<file path="src/rtl/pwm_frame_sequencer.sv">
// rtl/pwm_frame_sequencer.sv - frame-boundary sync pulse and slew-limited duty value for pwm_generator
// Targets are buffered one deep and only take effect on a frame boundary (terminal count or external sync).
module pwm_frame_sequencer #(
    parameter int PWM_BITS    = 10,
    parameter int T_LSB_BITS  = 12,
    parameter int STEP_BITS   = 4,
    parameter int SYNC_STAGES = 2,
    parameter int T_LSB_RESET = 407,
    parameter int PWM_RESET   = 512
) (
    input  logic                  clk,
    input  logic                  reset,
    input  logic [T_LSB_BITS-1:0] t_lsb,
    input  logic [STEP_BITS-1:0]  step_size,
    input  logic [PWM_BITS-1:0]   target_value,
    input  logic                  target_valid,
    output logic                  target_ready,
    input  logic                  ext_sync_in,
    input  logic                  ext_sync_en,
    output logic                  sync_signal,
    output logic [PWM_BITS-1:0]   pwm_value,
    output logic                  ramp_busy
);

    localparam int GW = PWM_BITS + 1;
    localparam logic [T_LSB_BITS-1:0] T_ONE    = T_LSB_BITS'(1);
    localparam logic [T_LSB_BITS-1:0] T_RST    = (T_LSB_RESET < 1) ? T_ONE : T_LSB_BITS'(T_LSB_RESET);
    localparam logic [PWM_BITS-1:0]   PWM_RST  = PWM_BITS'(PWM_RESET);
    localparam logic [PWM_BITS-1:0]   SLOT_MAX = {PWM_BITS{1'b1}};

    logic [T_LSB_BITS-1:0]  lsb_cnt_q, lsb_cnt_d;
    logic [T_LSB_BITS-1:0]  t_eff_q, t_eff_d;
    logic [PWM_BITS-1:0]    slot_cnt_q, slot_cnt_d;
    logic [PWM_BITS-1:0]    pwm_q, pwm_d;
    logic [PWM_BITS-1:0]    active_q, active_d;
    logic [PWM_BITS-1:0]    pend_val_q, pend_val_d;
    logic                   pend_q, pend_d;
    logic                   sync_q, sync_d;
    logic [SYNC_STAGES-1:0] ext_sync_q, ext_sync_d;
    logic                   ext_prev_q, ext_prev_d;
    logic                   ext_rise_q, ext_rise_d;

    logic                   lsb_last;
    logic                   tc;
    logic                   ext_edge;
    logic                   boundary;
    logic                   accept;
    logic [PWM_BITS-1:0]    new_tgt;
    logic [PWM_BITS-1:0]    stepped;
    logic [GW-1:0]          cur_x, tgt_x, step_x, diff_x, next_x;
    logic                   going_up;

    assign lsb_last = (lsb_cnt_q == t_eff_q - T_ONE);
    assign tc       = lsb_last && (slot_cnt_q == SLOT_MAX);
    assign ext_edge = ext_rise_q && ext_sync_en;
    assign boundary = tc || ext_edge;
    assign accept   = target_valid && !pend_q;
    assign new_tgt  = pend_q ? pend_val_q : active_q;

    // Guard bit keeps the difference and the stepped value free of wrap-around.
    always_comb begin
        cur_x    = {1'b0, pwm_q};
        tgt_x    = {1'b0, new_tgt};
        step_x   = GW'(step_size);
        going_up = (tgt_x >= cur_x);
        diff_x   = going_up ? (tgt_x - cur_x) : (cur_x - tgt_x);
        next_x   = tgt_x;
        if ((step_size != '0) && (diff_x > step_x)) begin
            next_x = going_up ? (cur_x + step_x) : (cur_x - step_x);
        end
        stepped = next_x[PWM_BITS-1:0];
    end

    always_comb begin
        lsb_cnt_d  = lsb_cnt_q;
        slot_cnt_d = slot_cnt_q;
        t_eff_d    = t_eff_q;
        pwm_d      = pwm_q;
        active_d   = active_q;
        pend_d     = pend_q;
        pend_val_d = pend_val_q;
        sync_d     = boundary;
        ext_sync_d = {ext_sync_q[SYNC_STAGES-2:0], ext_sync_in};
        ext_prev_d = ext_sync_q[SYNC_STAGES-1];
        ext_rise_d = ext_sync_q[SYNC_STAGES-1] && !ext_prev_q;

        if (boundary) begin
            lsb_cnt_d  = '0;
            slot_cnt_d = '0;
            t_eff_d    = (t_lsb == '0) ? T_ONE : t_lsb;
            active_d   = new_tgt;
            pwm_d      = stepped;
            pend_d     = 1'b0;
        end else if (lsb_last) begin
            lsb_cnt_d  = '0;
            slot_cnt_d = slot_cnt_q + PWM_BITS'(1);
        end else begin
            lsb_cnt_d  = lsb_cnt_q + T_ONE;
        end

        // Accept is only possible while empty, so it never collides with the boundary clear.
        if (accept) begin
            pend_d     = 1'b1;
            pend_val_d = target_value;
        end
    end

    always_ff @(posedge clk or negedge reset) begin
        if (!reset) begin
            lsb_cnt_q  <= '0;
            slot_cnt_q <= '0;
            t_eff_q    <= T_RST;
            pwm_q      <= PWM_RST;
            active_q   <= PWM_RST;
            pend_q     <= 1'b0;
            pend_val_q <= '0;
            sync_q     <= 1'b0;
            ext_sync_q <= '0;
            ext_prev_q <= 1'b0;
            ext_rise_q <= 1'b0;
        end else begin
            lsb_cnt_q  <= lsb_cnt_d;
            slot_cnt_q <= slot_cnt_d;
            t_eff_q    <= t_eff_d;
            pwm_q      <= pwm_d;
            active_q   <= active_d;
            pend_q     <= pend_d;
            pend_val_q <= pend_val_d;
            sync_q     <= sync_d;
            ext_sync_q <= ext_sync_d;
            ext_prev_q <= ext_prev_d;
            ext_rise_q <= ext_rise_d;
        end
    end

    assign sync_signal  = sync_q;
    assign pwm_value    = pwm_q;
    assign target_ready = !pend_q;
    assign ramp_busy    = (pwm_q != active_q);

endmodule

</file>
<file path="config.mk">
export PLATFORM = sky130hd
export DESIGN_NAME = pwm_frame_sequencer
export DESIGN_NICKNAME = d
export VERILOG_FILES = /design/src/rtl/pwm_frame_sequencer.sv
export SDC_FILE = /design/constraint.sdc
export NUM_CORES = 1
export LEC_CHECK = 0
export ABC_AREA = 1
export CAP_MARGIN = 0
export CORE_ASPECT_RATIO = 0.5
export CORE_MARGIN = 3
export CORE_UTILIZATION = 46
export CTS_BUF_LIST = sky130_fd_sc_hd__clkbuf_4 sky130_fd_sc_hd__clkbuf_8
export DETAILED_ROUTE_END_ITERATION = 10
export PLACE_DENSITY = 0.65
export SYNTH_ARGS = -nofsm -noshare
export SYNTH_HDL_FRONTEND = slang
export SYNTH_SLANG_ARGS = --single-unit
</file>
<file path="constraint.sdc">
create_clock -name clk -period 9.1 [get_ports clk]
set_input_delay 1.82 -clock clk [delete_from_list [all_inputs] [get_ports clk]]
set_output_delay 1.82 -clock clk [all_outputs]
set_load 0.01 [all_outputs]
</file>
==> flow_metrics.py <==
metrics = {
    "timing": {
        "final.min_clock_period_ns": 5.019,
        "slew_viol_final": 0,
        "tightestPinTransition_ns": 0.8763,
        "fin_crit_sh_pct": 55.15,
        "slew_headroom_pct": 41.58,
        "worst_slack_ns": 4.081,
        "setup_viol": 0,
        "final.setup.tns_ns": 0,
        "hold_viol": 0,
        "fmax_ghz": 0.1993,
        "rsz0062_at_grt": "no",
        "fin_skew_ns": 0.01040,
    },
    "cells_and_area": {
        "area_growth_pct": 12.20,
        "mostFrequentLayoutCell": "nand2_1",
        "layout_common_cells": "nand2_1 (224), inv_1 (106), nand3_1 (94), nor2_1 (71), dfrtp_1 (62)",
        "fin_area_um2": 6376,
        "ff_latch_area_um2": 1762,
        "multi_input_area_um2": 3383,
        "n_antenna_cell": 0,
        "drive_gt1_share_pct": 7.160,
        "fin_nets": 919,
        "final_util_pct": 55.35,
        "fillers": 1150,
    },
    "global_routing": {
        "grt_pass1_vias": 4932,
        "grt_usage_pct": 22.46,
        "grt_pass1_wl_um": 25090,
        "grt_max_degree": 71,
        "grt_antenna_before_repair": 0,
        "grt_overflow": 0,
    },
    "outcome": {
        "outcome": "finished clean",
    },
    "placement": {
        "globalplace.congestion": 0.9940,
        "pre_cts_slack_ns": 4.190,
        "hpwl_um": 11340,
        "postPlaceCellArea_um2": 6201,
        "placement.io_buffers": 43,
    },
    "logic_synthesis": {
        "ys_types": 43,
        "synthCells": 814,
        "synth-edff-count": 0,
        "synth_seq_cells": 70,
        "yosysSeqAreaShare_pct": 31.00,
        "syn_avg_cell_area_um2": 6.982,
        "synth_top_area_share_pct": 27.30,
        "synth_fp_nets": 886,
        "dominantRegCellSynth": "dfrtp_1",
        "yosysTopAreaCell": "dfrtp_1",
        "synth.cell_area_um2": 5683,
        "synth_warnings": 0,
        "async_flop_share_pct": 100.0,
        "synth_area_leaders": "dfrtp_1 (27%), nand2_1 (15%), ha_1 (8.4%), nand3_1 (8.3%), inv_1 (7.0%)",
    },
    "setup_path": {
        "cp_max_fo": 16,
        "cp-start-kind": "register",
        "cp-end-kind": "register",
        "crit_type": "reg2reg",
        "max_stage_delay_ns": 0.52,
        "worstPathArrival_ns": 5.26,
        "cp_common_cell": "nand2_1",
        "crit_family": "simple AND/OR/NAND/NOR gates",
        "slowest_stage": "dfrtp_1",
        "cp_num_buf_inv": 5,
        "critPathRequiredTime_ns": 9.34,
    },
    "die": {
        "core_um2": 11520,
        "fp.dieH_um": 84.60,
        "start_util_pct": 49.33,
        "num_rows": 27,
        "die_w_um": 163.2,
        "io_pins": 44,
        "die_area_um2": 13810,
    },
    "route": {
        "routedWlPerCell_um": 14.68,
        "drtAntennaViolNets": 0,
        "drtIter0Drc": 327,
        "wl_um": 14850,
        "drc": 0,
        "dr.pass1.iters": 6,
        "vias": 5295,
        "viasPerCell": 5.237,
    },
    "clock_network": {
        "hold_buffers": 0,
        "h-tree-depth": 3,
        "cts_root_buffer": "clkbuf_8",
        "numCtsBuffers": 9,
        "cts_tree": "yes",
        "post_cts_buffers": 0,
        "clock_path_buffers": 2,
        "clk_latency_ns": 0.35,
        "cts.clk_slew.worst_paths_ns": 0.08,
        "clock_sinks": 70,
        "cts_resized": 0,
    },
    "worst_hold_path": {
        "worst_hold_path_type": "reg2reg",
    },
    "job": {
        "maxCapViolCount": 0,
    },
}
## kinds of logic after synthesis
logic type      count (synthesis)  share of synthesized area, %
simple gates                  446                         34.85
flops                          70                         31.00
compound gates                 74                         7.111
buf+inv                       133                         9.467
xor+xnor                       40                         6.165
mux                            10                         1.982
fa+ha+maj                      41                         9.423
## registers in the layout, summed over array words and instances (netlist names)
register and flops:
pwm_value 10, t_eff_q 12, active_q 10, lsb_cnt_q 12
pend_val_q 10, ext_prev_q 1, slot_cnt_q 10, sync_signal 1
ext_sync_q 2, pend_q 1, ext_rise_q 1
## routing by layer
layer / global-route usage [%] / up-vias / part of all wire [%]
li1: - / 2681 / -
met5: 0 / - / 0
met2: 35.22 / 133 / 44
met1: 32.37 / 2467 / 49
met4: 4.144 / 0 / 1.1
met3: 4.633 / 14 / 5.6
## Yosys cell counts (all sizes together), types with 10 or more instances
library cell and n:
nand2 225, inv 108, nand3 96, nor2 74
dfrtp 62, ha 38, o21ai 33, xor2 30
a21oi 28, nand4 18, buf 14, or2 12
clkbuf 10, mux2 10, xnor2 10
## final timing paths
check,slack (ns),cells after the start,endpoint,start
worst max-delay path,4.08,27,pwm_value[7]$_DFFE_PN0N_,pend_q$_DFFE_PN0P_
worst max register to register,4.08,27,pwm_value[7]$_DFFE_PN0N_,pend_q$_DFFE_PN0P_
worst min-delay path,0.36,0,ext_sync_q[1]$_DFF_PN0_,ext_sync_q[0]$_DFF_PN0_
min in group asynchronous,1.66,2,ext_sync_q[0]$_DFF_PN0_,reset
worst min register to register,0.36,0,ext_sync_q[1]$_DFF_PN0_,ext_sync_q[0]$_DFF_PN0_
max in group asynchronous,6.87,2,lsb_cnt_q[11]$_DFF_PN0_,reset
## per-stage QoR
stage | instances | hold slack [ns]
3_3_place_gp | 995 | 0.3325
5_1_grt | 1011 | 0.3724
6_report | 1011 | 0.3578
2_1_floorplan | 814 | 0.3312
3_5_place_dp | 995 | 0.3497
4_1_cts | 1011 | 0.3642
## final cells by class
| type | instances | area share [%] |
|---|---|---|
| clock buffer | 11 | 2.178 |
| tap | 159 | 3.120 |
| multi-input combinational | 611 | 53.06 |
| clock inverter | 5 | 0.5691 |
| inverter | 109 | 6.417 |
| timing repair buffer | 46 | 7.025 |
| sequential | 70 | 27.63 |
## worst reg2reg max path, stage by stage (launching register included)
cell and delay (ns):
dfrtp_1 0.52, inv_1 0.23, or2_2 0.32, o21ai_0 0.24
inv_1 0.17, ha_1 0.50, nand2_1 0.13, inv_1 0.09
nand2_1 0.07, nand2_1 0.09, nand3_1 0.08, nand4_2 0.27
clkinv_1 0.30, nand2_1 0.13, nand2_1 0.07, xnor2_1 0.12
inv_1 0.06, ha_1 0.31, a21oi_1 0.13, o21ai_0 0.09
a21o_1 0.16, nand2_1 0.08, o21a_1 0.12, nand2_1 0.05
nand2_1 0.29, nand3_1 0.12, nand3_1 0.11, nand2_1 0.07
Power is left out: the tool's default activity adds up to more than one toggle a clock period on the data nets, which glitch-free logic cannot reach.
